**src/rtl/rv32e_run_supervisor_pkg.sv**
```systemverilog
// ---------------------------------------------------------------------------
// rv32e_run_supervisor_pkg
//   Shared definitions for the rv32e run supervisor:
//     - state_e           : supervisor FSM encoding (S_HOLD / S_RUN / S_DONE)
//     - RV32E_HALT_INSN   : the "jal x0,0" self-loop word used as the halt idiom
//     - DEF_RESET_CYCLES  : default cpu_reset hold length
//     - DEF_TIMEOUT_CYCLES: default run budget
//     - rotl1_xor()       : one step of the control-flow signature accumulator
// ---------------------------------------------------------------------------
package rv32e_run_supervisor_pkg;

    typedef enum logic [1:0] {
        S_HOLD = 2'd0,
        S_RUN  = 2'd1,
        S_DONE = 2'd2
    } state_e;

    localparam logic [31:0] RV32E_HALT_INSN    = 32'h0000_006F;
    localparam int          DEF_RESET_CYCLES   = 4;
    localparam int          DEF_TIMEOUT_CYCLES = 1024;

    // Rotate left by one, then fold in the new value.
    function automatic logic [31:0] rotl1_xor(input logic [31:0] acc,
                                              input logic [31:0] val);
        return {acc[30:0], acc[31]} ^ val;
    endfunction

endpackage

```
**src/rtl/rv32e_sig_accum.sv**
```systemverilog
// ---------------------------------------------------------------------------
// rv32e_sig_accum
//   Rotate-xor accumulator producing a control-flow fingerprint of the fetch
//   address stream. Only instantiated by rv32e_run_supervisor when
//   RV32E_SUPERVISOR_SIGNATURE_EN is defined.
// Ports
//   clk        in   1   system clock, rising edge
//   reset      in   1   async active-low reset, clears the accumulator
//   clear      in   1   sync clear (highest priority)
//   enable     in   1   fold addr into the accumulator this cycle
//   freeze     in   1   hold the accumulator regardless of enable
//   addr       in   32  value folded in
//   signature  out  32  registered accumulator value
// ---------------------------------------------------------------------------
module rv32e_sig_accum
    import rv32e_run_supervisor_pkg::*;
(
    input  logic        clk,
    input  logic        reset,
    input  logic        clear,
    input  logic        enable,
    input  logic        freeze,
    input  logic [31:0] addr,
    output logic [31:0] signature
);

    logic [31:0] sig_q, sig_d;

    always_comb begin
        sig_d = sig_q;
        if (clear) begin
            sig_d = '0;
        end else if (enable && !freeze) begin
            sig_d = rotl1_xor(sig_q, addr);
        end
    end

    always_ff @(posedge clk or negedge reset) begin
        if (!reset) begin
            sig_q <= '0;
        end else begin
            sig_q <= sig_d;
        end
    end

    assign signature = sig_q;

endmodule

```
**src/rtl/rv32e_run_supervisor.sv**
```systemverilog
// ---------------------------------------------------------------------------
// rv32e_run_supervisor
//   Run controller for rv32e_cpu: sequences the CPU reset, watches the program
//   bus for the jal x0,0 halt idiom, enforces a cycle budget and reports
//   done / pass / timeout so a program image can run unattended.
// Ports
//   clk                   in   1       system clock, rising edge
//   reset                 in   1       async active-low reset
//   restart               in   1       sync pulse: abort run, start a new one
//   mem_program_addr_bus  in   ADDR_W  CPU fetch address (monitored)
//   mem_program_data_bus  in   DATA_W  fetched instruction (monitored)
//   cpu_reset             out  1       active-low reset to rv32e_cpu
//   done                  out  1       run finished; sticky until restart/reset
//   pass                  out  1       halted at PASS_ADDR (valid with done)
//   timeout               out  1       budget expired without halt
//   cycle_count           out  CNT_W   run cycles since cpu_reset released
//   signature             out  32      fetch-address fingerprint (macro only)
// Configuration
//   RV32E_SUPERVISOR_SIGNATURE_EN : adds the signature output and accumulator.
// ---------------------------------------------------------------------------
module rv32e_run_supervisor
    import rv32e_run_supervisor_pkg::*;
#(
    parameter int                ADDR_W         = 32,
    parameter int                DATA_W         = 32,
    parameter int                RESET_CYCLES   = DEF_RESET_CYCLES,
    parameter int                TIMEOUT_CYCLES = DEF_TIMEOUT_CYCLES,
    parameter int                HALT_REPEAT    = 3,
    parameter logic [DATA_W-1:0] HALT_INSN      = DATA_W'(RV32E_HALT_INSN),
    parameter logic [ADDR_W-1:0] PASS_ADDR      = '0,
    parameter int                CNT_W          = 16
) (
    input  logic              clk,
    input  logic              reset,
    input  logic              restart,
    input  logic [ADDR_W-1:0] mem_program_addr_bus,
    input  logic [DATA_W-1:0] mem_program_data_bus,
    output logic              cpu_reset,
    output logic              done,
    output logic              pass,
    output logic              timeout,
    output logic [CNT_W-1:0]  cycle_count
`ifdef RV32E_SUPERVISOR_SIGNATURE_EN
    ,
    output logic [31:0]       signature
`endif
);

    localparam int HOLD_W = $clog2(RESET_CYCLES + 1);
    localparam int HALT_W = $clog2(HALT_REPEAT + 1);

    state_e              state_q, state_d;
    logic [HOLD_W-1:0]   hold_cnt_q, hold_cnt_d;
    logic [HALT_W-1:0]   halt_cnt_q, halt_cnt_d;
    logic [ADDR_W-1:0]   prev_addr_q, prev_addr_d;
    logic                prev_vld_q, prev_vld_d;
    logic                cpu_reset_q, cpu_reset_d;
    logic                done_q, done_d;
    logic                pass_q, pass_d;
    logic                timeout_q, timeout_d;
    logic [CNT_W-1:0]    cycle_count_q, cycle_count_d;

    logic halt_qual, halt_hit, timeout_hit;

    // A fetch only qualifies when the previous run cycle fetched the same
    // address; prev_vld keeps the first run cycle from comparing against
    // whatever the bus showed while the CPU was still in reset.
    assign halt_qual   = prev_vld_q
                      && (mem_program_addr_bus == prev_addr_q)
                      && (mem_program_data_bus == HALT_INSN);
    assign halt_hit    = halt_qual && (halt_cnt_q == HALT_W'(HALT_REPEAT - 1));
    assign timeout_hit = (cycle_count_q == CNT_W'(TIMEOUT_CYCLES - 1));

    // NOTE: every signal is given its hold value first so no path through the
    // case statement leaves it unassigned (which would infer a latch).
    always_comb begin
        state_d       = state_q;
        hold_cnt_d    = hold_cnt_q;
        halt_cnt_d    = halt_cnt_q;
        prev_addr_d   = prev_addr_q;
        prev_vld_d    = prev_vld_q;
        cpu_reset_d   = cpu_reset_q;
        done_d        = done_q;
        pass_d        = pass_q;
        timeout_d     = timeout_q;
        cycle_count_d = cycle_count_q;

        if (restart) begin
            // Restart overrides everything, including a same-cycle halt/timeout.
            state_d       = S_HOLD;
            hold_cnt_d    = '0;
            halt_cnt_d    = '0;
            prev_addr_d   = '0;
            prev_vld_d    = 1'b0;
            cpu_reset_d   = 1'b0;
            done_d        = 1'b0;
            pass_d        = 1'b0;
            timeout_d     = 1'b0;
            cycle_count_d = '0;
        end else begin
            case (state_q)
                S_HOLD: begin
                    cpu_reset_d = 1'b0;
                    if (hold_cnt_q == HOLD_W'(RESET_CYCLES - 1)) begin
                        state_d     = S_RUN;
                        hold_cnt_d  = '0;
                        cpu_reset_d = 1'b1;
                    end else begin
                        hold_cnt_d = hold_cnt_q + HOLD_W'(1);
                    end
                end
                S_RUN: begin
                    prev_addr_d   = mem_program_addr_bus;
                    prev_vld_d    = 1'b1;
                    halt_cnt_d    = halt_qual ? halt_cnt_q + HALT_W'(1) : '0;
                    // Saturate so the count never wraps past its terminal value.
                    cycle_count_d = timeout_hit ? cycle_count_q
                                                : cycle_count_q + CNT_W'(1);
                    if (halt_hit) begin
                        state_d   = S_DONE;
                        done_d    = 1'b1;
                        pass_d    = (mem_program_addr_bus == PASS_ADDR);
                        timeout_d = 1'b0;
                    end else if (timeout_hit) begin
                        state_d     = S_DONE;
                        done_d      = 1'b1;
                        timeout_d   = 1'b1;
                        pass_d      = 1'b0;
                        cpu_reset_d = 1'b0;
                    end
                end
                S_DONE: begin
                    // Everything holds until restart or reset.
                end
                default: begin
                    state_d = S_HOLD;
                end
            endcase
        end
    end

    // NOTE: sequential state uses non-blocking assignments so every flop
    // samples the pre-edge value of every other flop.
    always_ff @(posedge clk or negedge reset) begin
        if (!reset) begin
            state_q       <= S_HOLD;
            hold_cnt_q    <= '0;
            halt_cnt_q    <= '0;
            prev_addr_q   <= '0;
            prev_vld_q    <= 1'b0;
            cpu_reset_q   <= 1'b0;
            done_q        <= 1'b0;
            pass_q        <= 1'b0;
            timeout_q     <= 1'b0;
            cycle_count_q <= '0;
        end else begin
            state_q       <= state_d;
            hold_cnt_q    <= hold_cnt_d;
            halt_cnt_q    <= halt_cnt_d;
            prev_addr_q   <= prev_addr_d;
            prev_vld_q    <= prev_vld_d;
            cpu_reset_q   <= cpu_reset_d;
            done_q        <= done_d;
            pass_q        <= pass_d;
            timeout_q     <= timeout_d;
            cycle_count_q <= cycle_count_d;
        end
    end

    assign cpu_reset   = cpu_reset_q;
    assign done        = done_q;
    assign pass        = pass_q;
    assign timeout     = timeout_q;
    assign cycle_count = cycle_count_q;

`ifdef RV32E_SUPERVISOR_SIGNATURE_EN
    logic [31:0] sig_addr;

    if (ADDR_W >= 32) begin : g_addr_trunc
        assign sig_addr = mem_program_addr_bus[31:0];
    end else begin : g_addr_zext
        assign sig_addr = {{(32 - ADDR_W){1'b0}}, mem_program_addr_bus};
    end

    rv32e_sig_accum u_sig_accum (
        .clk       (clk),
        .reset     (reset),
        .clear     (restart),
        .enable    (state_q == S_RUN),
        .freeze    (state_q == S_DONE),
        .addr      (sig_addr),
        .signature (signature)
    );
`endif

endmodule

```
**config.mk**
```make
export PLATFORM = sky130hd
export DESIGN_NAME = rv32e_run_supervisor
export DESIGN_NICKNAME = d
export VERILOG_FILES = /design/src/rtl/rv32e_run_supervisor_pkg.sv /design/src/rtl/rv32e_sig_accum.sv /design/src/rtl/rv32e_run_supervisor.sv
export SDC_FILE = /design/constraint.sdc
export NUM_CORES = 1
export LEC_CHECK = 0
export ABC_CLOCK_PERIOD_IN_PS = 2200
export BUFFER_PORTS_ARGS = -buffer_cell sky130_fd_sc_hd__buf_2
export CAP_MARGIN = 20
export CORE_MARGIN = 2
export CORE_UTILIZATION = 52
export CTS_CLUSTER_DIAMETER = 150
export DETAILED_ROUTE_END_ITERATION = 6
export PLACE_DENSITY = 0.82
export RECOVER_POWER = 100
export SYNTH_ARGS = -nofsm -noshare
export SYNTH_HDL_FRONTEND = slang
export SYNTH_SLANG_ARGS = --single-unit
```
**constraint.sdc**
```tcl
create_clock -name clk -period 2.2 [get_ports clk]
set_clock_uncertainty 0.15 [all_clocks]
set_input_delay 0.44 -clock clk [delete_from_list [all_inputs] [get_ports clk]]
set_output_delay 0.44 -clock clk [all_outputs]
set_load 0.01 [all_outputs]
```
Word-level counts from Yosys, hierarchy flattened
Index checks and enable logic that the tools add are counted.
W data, S select, Z words.
- $add $sub $neg: 3
- bitwise gates (word level): 0
- mux-type cells: 33
- divide/modulo/power cells: 0
- multipliers: 0
- shift-type cells: 0
- eq/ne operators: 13
- magnitude comparators: 0
- reduce and logical (&&, ||, !) cells: 13
- operators by type and width (kind ; count):
    $mux W32 ; 2
    $mux W16 ; 3
    $eq A32 B32 Y1 ; 1
    $eq A32 B7 Y1 const B ; 1
    $logic_not A32 Y1 ; 1
    $add A16 B1 Y16 const B ; 1
    $eq A16 B10 Y1 const B ; 1
    $mux W1 ; 16
    $mux W2 ; 7
    $mux W3 ; 3
    $ne A3 B3 Y1 const B ; 3
    $pmux W2 S3 ; 1
    $reduce_and A3 Y1 ; 2
    $reduce_bool A3 Y1 ; 2
    $eq A2 B2 Y1 const B ; 2
    $ne A2 B2 Y1 const B ; 2
    $ne A4 B4 Y1 const B ; 1
    $reduce_and A2 Y1 ; 2
    $reduce_bool A2 Y1 ; 2
    $add A3 B1 Y3 const B ; 1
    $eq A3 B2 Y1 const B ; 1
    $logic_and A1 B1 Y1 ; 3
    $add A2 B1 Y2 const B ; 1
    $eq A2 B1 Y1 const B ; 1
    2 further kinds ; 2
- logic and storage cells: 72
- memory bits (writable): 0
- memory bits (read-only): 0
- memories kept: 0
- flip-flop bits (word level): 60
- latch bits: 0
- bits of input ports: 67

Longest topological paths before layout
Gate-level depths: netlist of the first run.
- depth in word-level cells: 7
- depth in mapped cells: 6

Least setup slack after synthesis of the first run
Ideal clock, no wire load.
- path type: input to register
- from: input port mem_program_addr_bus[8]
- to: register state_q[1]
- library setup time: 0.094 ns
- required time: 1.956 ns
- arrival: 1.716 ns
- setup slack: 0.240 ns
- stages on the path: 6
- path buffers: 0
- cells stage by stage: xor2_1 > or4_1 > nor4_1 > and3_2 > nand3_2 > a221oi_2
- word-level cells in the longest chain between the ends: 7
- elaborated cells between the ends (all ways): 9
- those cells by class: eq/ne (2); mux (3); reduce/logical (4)
- RTL lines (what ; line ; text):
    from (decl) ; rv32e_run_supervisor.sv:36 ; input logic [ADDR_W-1:0] mem_program_addr_bus,
    $eq A32 B32 Y1 * ; rv32e_run_supervisor.sv:69 ; && (mem_program_addr_bus == prev_addr_q)
    $logic_and A1 B1 Y1 * ; rv32e_run_supervisor.sv:69 ;
    $logic_and A1 B1 Y1 * ; rv32e_run_supervisor.sv:70 ; && (mem_program_data_bus == HALT_INSN);
    $logic_and A1 B1 Y1 * ; rv32e_run_supervisor.sv:71 ; assign halt_hit = halt_qual && (halt_cnt_q == HALT_W'(HALT_REPEAT - 1));
    $mux W2 ; rv32e_run_supervisor.sv:119 ; if (halt_hit) begin
    $pmux W2 S3 ; rv32e_run_supervisor.sv:101 ; case (state_q)
    $mux W2 ; rv32e_run_supervisor.sv:88 ; if (restart) begin
    to (signal assigned) ; rv32e_run_supervisor.sv:157 ; state_q <= state_d;
    to (decl) ; rv32e_run_supervisor.sv:52 ; state_e state_q, state_d;
Every way passes the cells marked *; elsewhere a longest branch is shown, timed or not.
A chain may end at the register's enable or synchronous reset.

Worst setup path in the final report of the first run
- from: register prev_addr_q[8]
- to: register state_q[1]
- word-level cells in the longest chain between the ends: 7
- elaborated cells between the ends (all ways): 9
- those cells by class: eq/ne (2); mux (3); reduce/logical (4)
- RTL lines (what ; line ; text):
    from (decl) ; rv32e_run_supervisor.sv:55 ; logic [ADDR_W-1:0] prev_addr_q, prev_addr_d;
    from (signal assigned) ; rv32e_run_supervisor.sv:160 ; prev_addr_q <= prev_addr_d;
    $eq A32 B32 Y1 * ; rv32e_run_supervisor.sv:69 ;
    $logic_and A1 B1 Y1 * ; rv32e_run_supervisor.sv:69 ;
    $logic_and A1 B1 Y1 * ; rv32e_run_supervisor.sv:70 ;
    $logic_and A1 B1 Y1 * ; rv32e_run_supervisor.sv:71 ;
    $mux W2 ; rv32e_run_supervisor.sv:119 ;
    $pmux W2 S3 ; rv32e_run_supervisor.sv:101 ;
    $mux W2 ; rv32e_run_supervisor.sv:88 ;
Marks and branches as above.

==> flow_metrics.tcl, run 1 <==
set metrics [dict create \
    crit_type "reg -> reg" \
    diodes 0 \
    worstHoldPathType "in -> reg" \
    holdWs_ps 211.6 \
    yosysWarnings 0 \
    power.density_nw_per_um2 654.6 \
    start_util 0.5370 \
    crit_fanout 5 \
    die_area_sq_um 6755 \
    finalCritPeriodShare 0.9523 \
    grt_pass1_vias 2631 \
    synth_top_family_by_area "simple AND/OR/NAND/NOR gates" \
    cpMaxStageDelayCell "or4_1" \
    yosys.area_share.simple 0.2668 \
    gp_congestion 0.9099 \
    setup_tns_ps 0 \
    hold_violations 0 \
    drive_gt1_frac 0.2155 \
    cp-start-kind "register" \
    min_from "mem_program_addr_bus[19]" \
    chipHeight_um 82.19 \
    synth-compound-area-share 0.1051 \
    crit_arrival_ps 2180 \
    cpPeakStageDelay_ps 450 \
    syn_area_sq_um 3179 \
    whs_path_depth 3 \
    hold-path-endpoint "prev_addr_q[19]" \
    clockRootBuffer "clkbuf_8" \
    p_leak_nw 1.683 \
    cts.sinks 60 \
    fin_crit_ps 2095 \
    cts_tree "built" \
    status "complete, no violations" \
    fmax_mhz 477.3 \
    cts_made_buffers 9 \
    worst-endpoint-required_ps 2290 \
    fin_ws_ps 105.0 \
    clockBufferDepth 2 \
    fill_cells 521 \
    grt_max_degree 27 \
    synth_xor_area_frac 0.1102 \
    final_cell_mix "77 x nand2_1, 66 x buf_2, 60 x dfrtp_1" \
    antenna_found_initial 0 \
    finalMaxSlewViolations 0 \
    overflow 0 \
    port_buffers 86 \
    path_buf_inv 0 \
    setup_viol 0 \
    maxSlewHeadroom 0.5761 \
    nets 529 \
    synthCells 361 \
    post-place-ws_ps -139.0 \
    ir_drop_uv 435.9 \
    r2r-end "state_q[1]" \
    ant_nets 0 \
    coreArea_sq_um 5921 \
    r2r_setup_slack_ps 100 \
    r2r-start "prev_addr_q[8]" \
    rsz0062_at_grt "no" \
    dpl.hpwl_um 5958 \
    avgSynthCellArea_sq_um 8.807 \
    final_common_cell "nand2_1" \
    vias 2943 \
    drtIter0Drc 292 \
    setup.worst_path.end_class "register" \
    wl_um 7849 \
    clock_latency_ps 340 \
    yosysSeqAreaShare 0.4723 \
    clk_pin_slew_ps 70 \
    path_cells "xor2_1 -> or4_1 -> nor4_1 -> and3_2 -> nand3_2 -> a221oi_2" \
    synth.area.mux_share 0.003148 \
    dr.pass1.iters 4 \
    pin_count 87 \
    die_w_um 82.19 \
    syn-num-nets 431 \
    via_per_inst 5.460 \
    path_delay_family "simple AND/OR/NAND/NOR gates" \
    instances_no_fill 539 \
    worst_slew_pin_slew_ps 635.9 \
    place_inst 522 \
    wire_per_inst_um 14.56 \
    r2r_cells 6 \
    htreeDepth 3 \
    synth-seq-cells 60 \
    drc 0 \
    ys_types 40 \
    syn2layout_area_growth_pct 23.26 \
    drv_cap 0 \
    synthAdderAreaFrac 0.01181 \
    grt_usage 0.2527 \
    grt_first_pass_wirelength_um 12630 \
    rows 28 \
]
-- cells by family (layout without fill, tap and decap cells) --
logic type      Yosys count  in the layout
simple gates            175            175
flops                    60             60
compound gates           56             56
xor+xnor                 40             40
buf+inv                  26            129
fa+ha+maj                 3              3
mux                       1              1
-- how the worst max path moves through the flow --
stage                            startpoint               to  slack, ps  cells after the start
floorplan           mem_program_addr_bus[8]       state_q[1]        240                      6
global placement    mem_program_addr_bus[8]       state_q[1]        -20                      7
detailed placement  mem_program_data_bus[7]       state_q[1]       -140                      7
CTS                          prev_addr_q[8]       state_q[1]        110                      6
global route                 cycle_count[3]  cycle_count[14]          4                      6
finish                       prev_addr_q[8]       state_q[1]        100                      6
-- stage by stage --
stage | util | power (mW) | cell area [sq um]
6_report | 0.6619 | 2.565 | 3919
2_1_floorplan | - | 1.491 | 3179
3_5_place_dp | 0.6376 | 1.694 | 3775
5_1_grt | 0.6619 | 2.700 | 3919
3_3_place_gp | 0.6376 | 1.678 | 3775
4_1_cts | 0.6699 | 2.585 | 3966
-- per-layer routing --
metal / vias to the layer above / track usage / part of all wire
li1: 1441 / - / -
met1: 1385 / 0.3541 / 0.45
met2: 103 / 0.3782 / 0.47
met3: 14 / 0.04348 / 0.061
met4: 0 / 0.1283 / 0.021
met5: - / 0 / 0
-- synth_stat cells --
master      n  area, sq um
a21oi_1    40        200.2
or3_1       4        25.02
o2111ai_1   3        26.28
nand2b_1    2        12.51
o21ai_2     1        8.760
nor2b_1     5        31.28
dfrtp_1    60         1501
xor2_1     15        131.4
nand3_2     1        10.01
nand4_1     9        56.30
nor2_1     28        105.1
or4_1       1        7.510
nor4b_1     2        17.52
o41a_1      1        11.26
clkbuf_1   12        45.04
o221ai_1    1        8.760
mux2i_1     1        10.01
a221oi_2    1        15.01
nor4_4      1        21.27
nor3_1     10        50.05
and3_2      1        7.510
a22oi_1     1        7.510
nand2_1    77        289.0
a22o_1      1        8.760
and4b_1     1        10.01
o21ai_1     1        5.000
and3_1      1        6.260
nand3_1     7        35.03
and4_4      1        11.26
inv_1      11        41.29
or2_2       1        6.260
xnor2_1    25        219.0
o21ai_0     4        20.02
a222oi_1    1        10.01
nor4_1     20        125.1
o211ai_2    1        12.51
and4_1      1        8.760
buf_1       3        11.26
and2_1      2        12.51
ha_1        3        37.54
-- state kept, by name (all words and copies together), names as in the netlist --
name,count
hold_cnt_q,3
timeout,1
cycle_count,16
pass,1
prev_vld_q,1
prev_addr_q,32
cpu_reset,1
done,1
halt_cnt_q,2
state_q,2
-- what timing repair did --
action,in CTS,in global routing
gates resized for setup,0,1
endpoints found under the setup margin,0,2
hold buffers,1,0
buffers inserted,0,0
hold endpoints to repair,23,0
-- cell type report --
cell class	instances	area [sq um]	share of cell area
inverters	11	41.29	0.01054
flip-flops and latches	60	1501	0.3831
well taps	75	93.84	0.02395
repair buffers	102	513.0	0.1309
clock buffers	15	176.4	0.04502
clock inverters	1	5.005	0.001277
multi-input cells	275	1588	0.4052
-- power breakdown --
group | switching, mW | internal [mW] | total [mW]
Sequential | 0.0480 | 1.17 | 1.22
Clock | 0.399 | 0.501 | 0.900
Combinational | 0.267 | 0.181 | 0.448
Total | 0.714 | 1.85 | 2.57
-- worst reg2reg max path, cell delays in order, from the launching register on --
cell and delay, ps:
dfrtp_1 380, xor2_1 140, or4_1 450, nor4_1 240, and3_2 270, nand3_2 120, a221oi_2 250
No activity file was read; power rests on OpenSTA's default activity.
==> run 2, diff against run 1 <==
--- a/config.mk
+++ b/config.mk
@@ -12,7 +12,8 @@
 export CORE_UTILIZATION = 52
 export CTS_CLUSTER_DIAMETER = 150
 export DETAILED_ROUTE_END_ITERATION = 6
-export PLACE_DENSITY = 0.82
+export GPL_TIMING_DRIVEN = 0
+export PLACE_DENSITY_LB_ADDON = 0.25
 export RECOVER_POWER = 100
 export SYNTH_ARGS = -nofsm -noshare
 export SYNTH_HDL_FRONTEND = slang
==> run 2 against run 1 <==
Maximum frequency shrank 4.2%. Utilization shrank 0.38 points. Flip-flop and latch count is the same. Critical path type unchanged. Critical endpoint is now cpu_reset. Highest routed layer unchanged.
==> flow_metrics.tcl, run 2 (same netlist as run 1, synthesis figures left out) <==
set metrics [dict create \
    total_power_mw 2.458 \
    setup.worst_path.end_class "register" \
    htreeDepth 3 \
    grt_max_degree 40 \
    diodes 0 \
    p_sw_frac 0.2917 \
    wl_met2_um 3937 \
    p_comb_frac 0.187 \
    grt_first_pass_wirelength_um 12910 \
    drtIter0Drc 266 \
    vias 2996 \
    fmax_mhz 457.5 \
    instances_no_fill 538 \
    hold_violations 0 \
    cts_tree "built" \
    place_inst 523 \
    cp-start-kind "register" \
    finalMaxSlewViolations 0 \
    cts_made_buffers 9 \
    clkPwrFrac 0.318 \
    wl_met1_um 3411 \
    p_sw_uw 716.8 \
    final_cell_mix "77 x nand2_1, 68 x buf_2, 60 x dfrtp_1" \
    regMostFlops "prev_addr_q" \
    hold-path-endpoint "prev_addr_q[2]" \
    r2r-end "cpu_reset" \
    drive_gt1_frac 0.2009 \
    largest_reg_flops 32 \
    worstHoldPathType "in -> reg" \
    ant_nets 0 \
    start_util 0.5370 \
    wire_per_inst_um 15.08 \
    r2r-start "cycle_count[2]" \
    cts.sinks 60 \
    whs_path_depth 3 \
    syn2layout_area_growth_pct 22.55 \
    port_buffers 86 \
    gp_congestion 0.9103 \
    dpl.hpwl_um 6025 \
    clk_pin_slew_ps 60 \
    grt_pass1_vias 2829 \
    worst_slew_pin_slew_ps 1264 \
    grt_usage 0.2570 \
    fin_util 0.6581 \
    drc 0 \
    setup_viol 0 \
    wl_um 8114 \
    coreArea_sq_um 5921 \
    die_area_sq_um 6755 \
    wl_met3_um 604 \
    die_w_um 82.19 \
    dr.pass1.iters 5 \
    fin_crit_ps 2186 \
    crit_type "reg -> reg" \
    overflow 0 \
    post-place-ws_ps -122.9 \
    crit_arrival_ps 2240 \
    drv_cap 0 \
    chipHeight_um 82.19 \
    via_per_inst 5.569 \
    p_leak_nw 1.648 \
    pin_count 87 \
    nets 531 \
    worst-endpoint-required_ps 2260 \
    clock_latency_ps 330 \
    seqPwrFrac 0.495 \
    fin_ws_ps 14.16 \
    final_common_cell "nand2_1" \
    status "complete, no violations" \
    antenna_found_initial 0 \
    crit_fanout 5 \
    rsz0062_at_grt "yes" \
    maxSlewHeadroom 0.1576 \
    rows 28 \
    ir_drop_uv 492.1 \
    r2r_cells 5 \
    highest_layer "met4" \
    clockRootBuffer "clkbuf_8" \
    finalCritPeriodShare 0.9936 \
    power.density_nw_per_um2 630.8 \
    holdWs_ps 214.4 \
    min_from "mem_program_addr_bus[2]" \
    r2r_setup_slack_ps 10 \
    p_int_mw 1.741 \
    clockBufferDepth 2 \
]
==> run 2: cell types whose count changed in the layout (fill, tap and decap cells not counted), moves of 2 or more <==
cell	before	now
buf_4	10	1
buf_2	66	68
clkbuf_8	12	9
clkbuf_1	25	33
==> run 2: what timing repair did <==
item                                    4_1_cts  5_1_grt
resized for setup                             3       10
buffers inserted                              0        1
hold endpoints to repair                     21        0
endpoints found under the setup margin       10       36
pin swaps                                     0        1
hold buffers                                  1        0
==> run 2: worst max-delay path by stage <==
stage                                  startpoint          to  slack (ps)  cells past startpoint
after global routing               cycle_count[2]   cpu_reset         -40                      5
after detailed placement  mem_program_addr_bus[8]  state_q[1]        -120                      7
final                              cycle_count[2]   cpu_reset          10                      5
after global placement    mem_program_addr_bus[8]  state_q[1]        -120                      7
after CTS                          prev_addr_q[8]  state_q[1]          40                      6
after floorplan           mem_program_addr_bus[8]  state_q[1]         240                      6
==> run 2: layer usage <==
layer,vias to the layer above,GRT usage
li1,1445,-
met1,1405,0.3392
met2,131,0.4210
met3,15,0.04022
met4,0,0.1083
met5,-,0
==> run 2: per-stage QoR <==
| stage | setup TNS (ps) | area, sq um |
|---|---|---|
| after floorplan | 0 | 3179 |
| after global placement | -565.0 | 3704 |
| after detailed placement | -536.5 | 3724 |
| after CTS | 0 | 3876 |
| after global routing | -179.6 | 3896 |
| final | 0 | 3896 |
==> run 2: area by class of cell <==
| type | instances | area (sq um) |
|---|---|---|
| plain buffers | 15 | 61.31 |
| multi-input cells | 275 | 1619 |
| inverters | 11 | 41.29 |
| well taps | 75 | 93.84 |
| repair buffers | 89 | 440.4 |
| clock buffers | 13 | 138.9 |
| flip-flops and latches | 60 | 1501 |
| fillers | 521 | 2024 |
==> run 2: worst max-delay path: stages (launching register included) <==
cell and delay [ps]:
dfrtp_1 410, and4_1 310, nand4_1 300, nor2_1 390, nor2b_1 90, o41a_1 410
==> run 2: power groups by stage <==
stage / registers [mW] / clock network (mW) / logic (mW)
floorplan: 1.23 / 0 / 0.263
global placement: 1.23 / 0 / 0.434
detailed placement: 1.24 / 0 / 0.448
CTS: 1.22 / 0.792 / 0.455
global route: 1.22 / 0.851 / 0.518
finish: 1.22 / 0.780 / 0.461
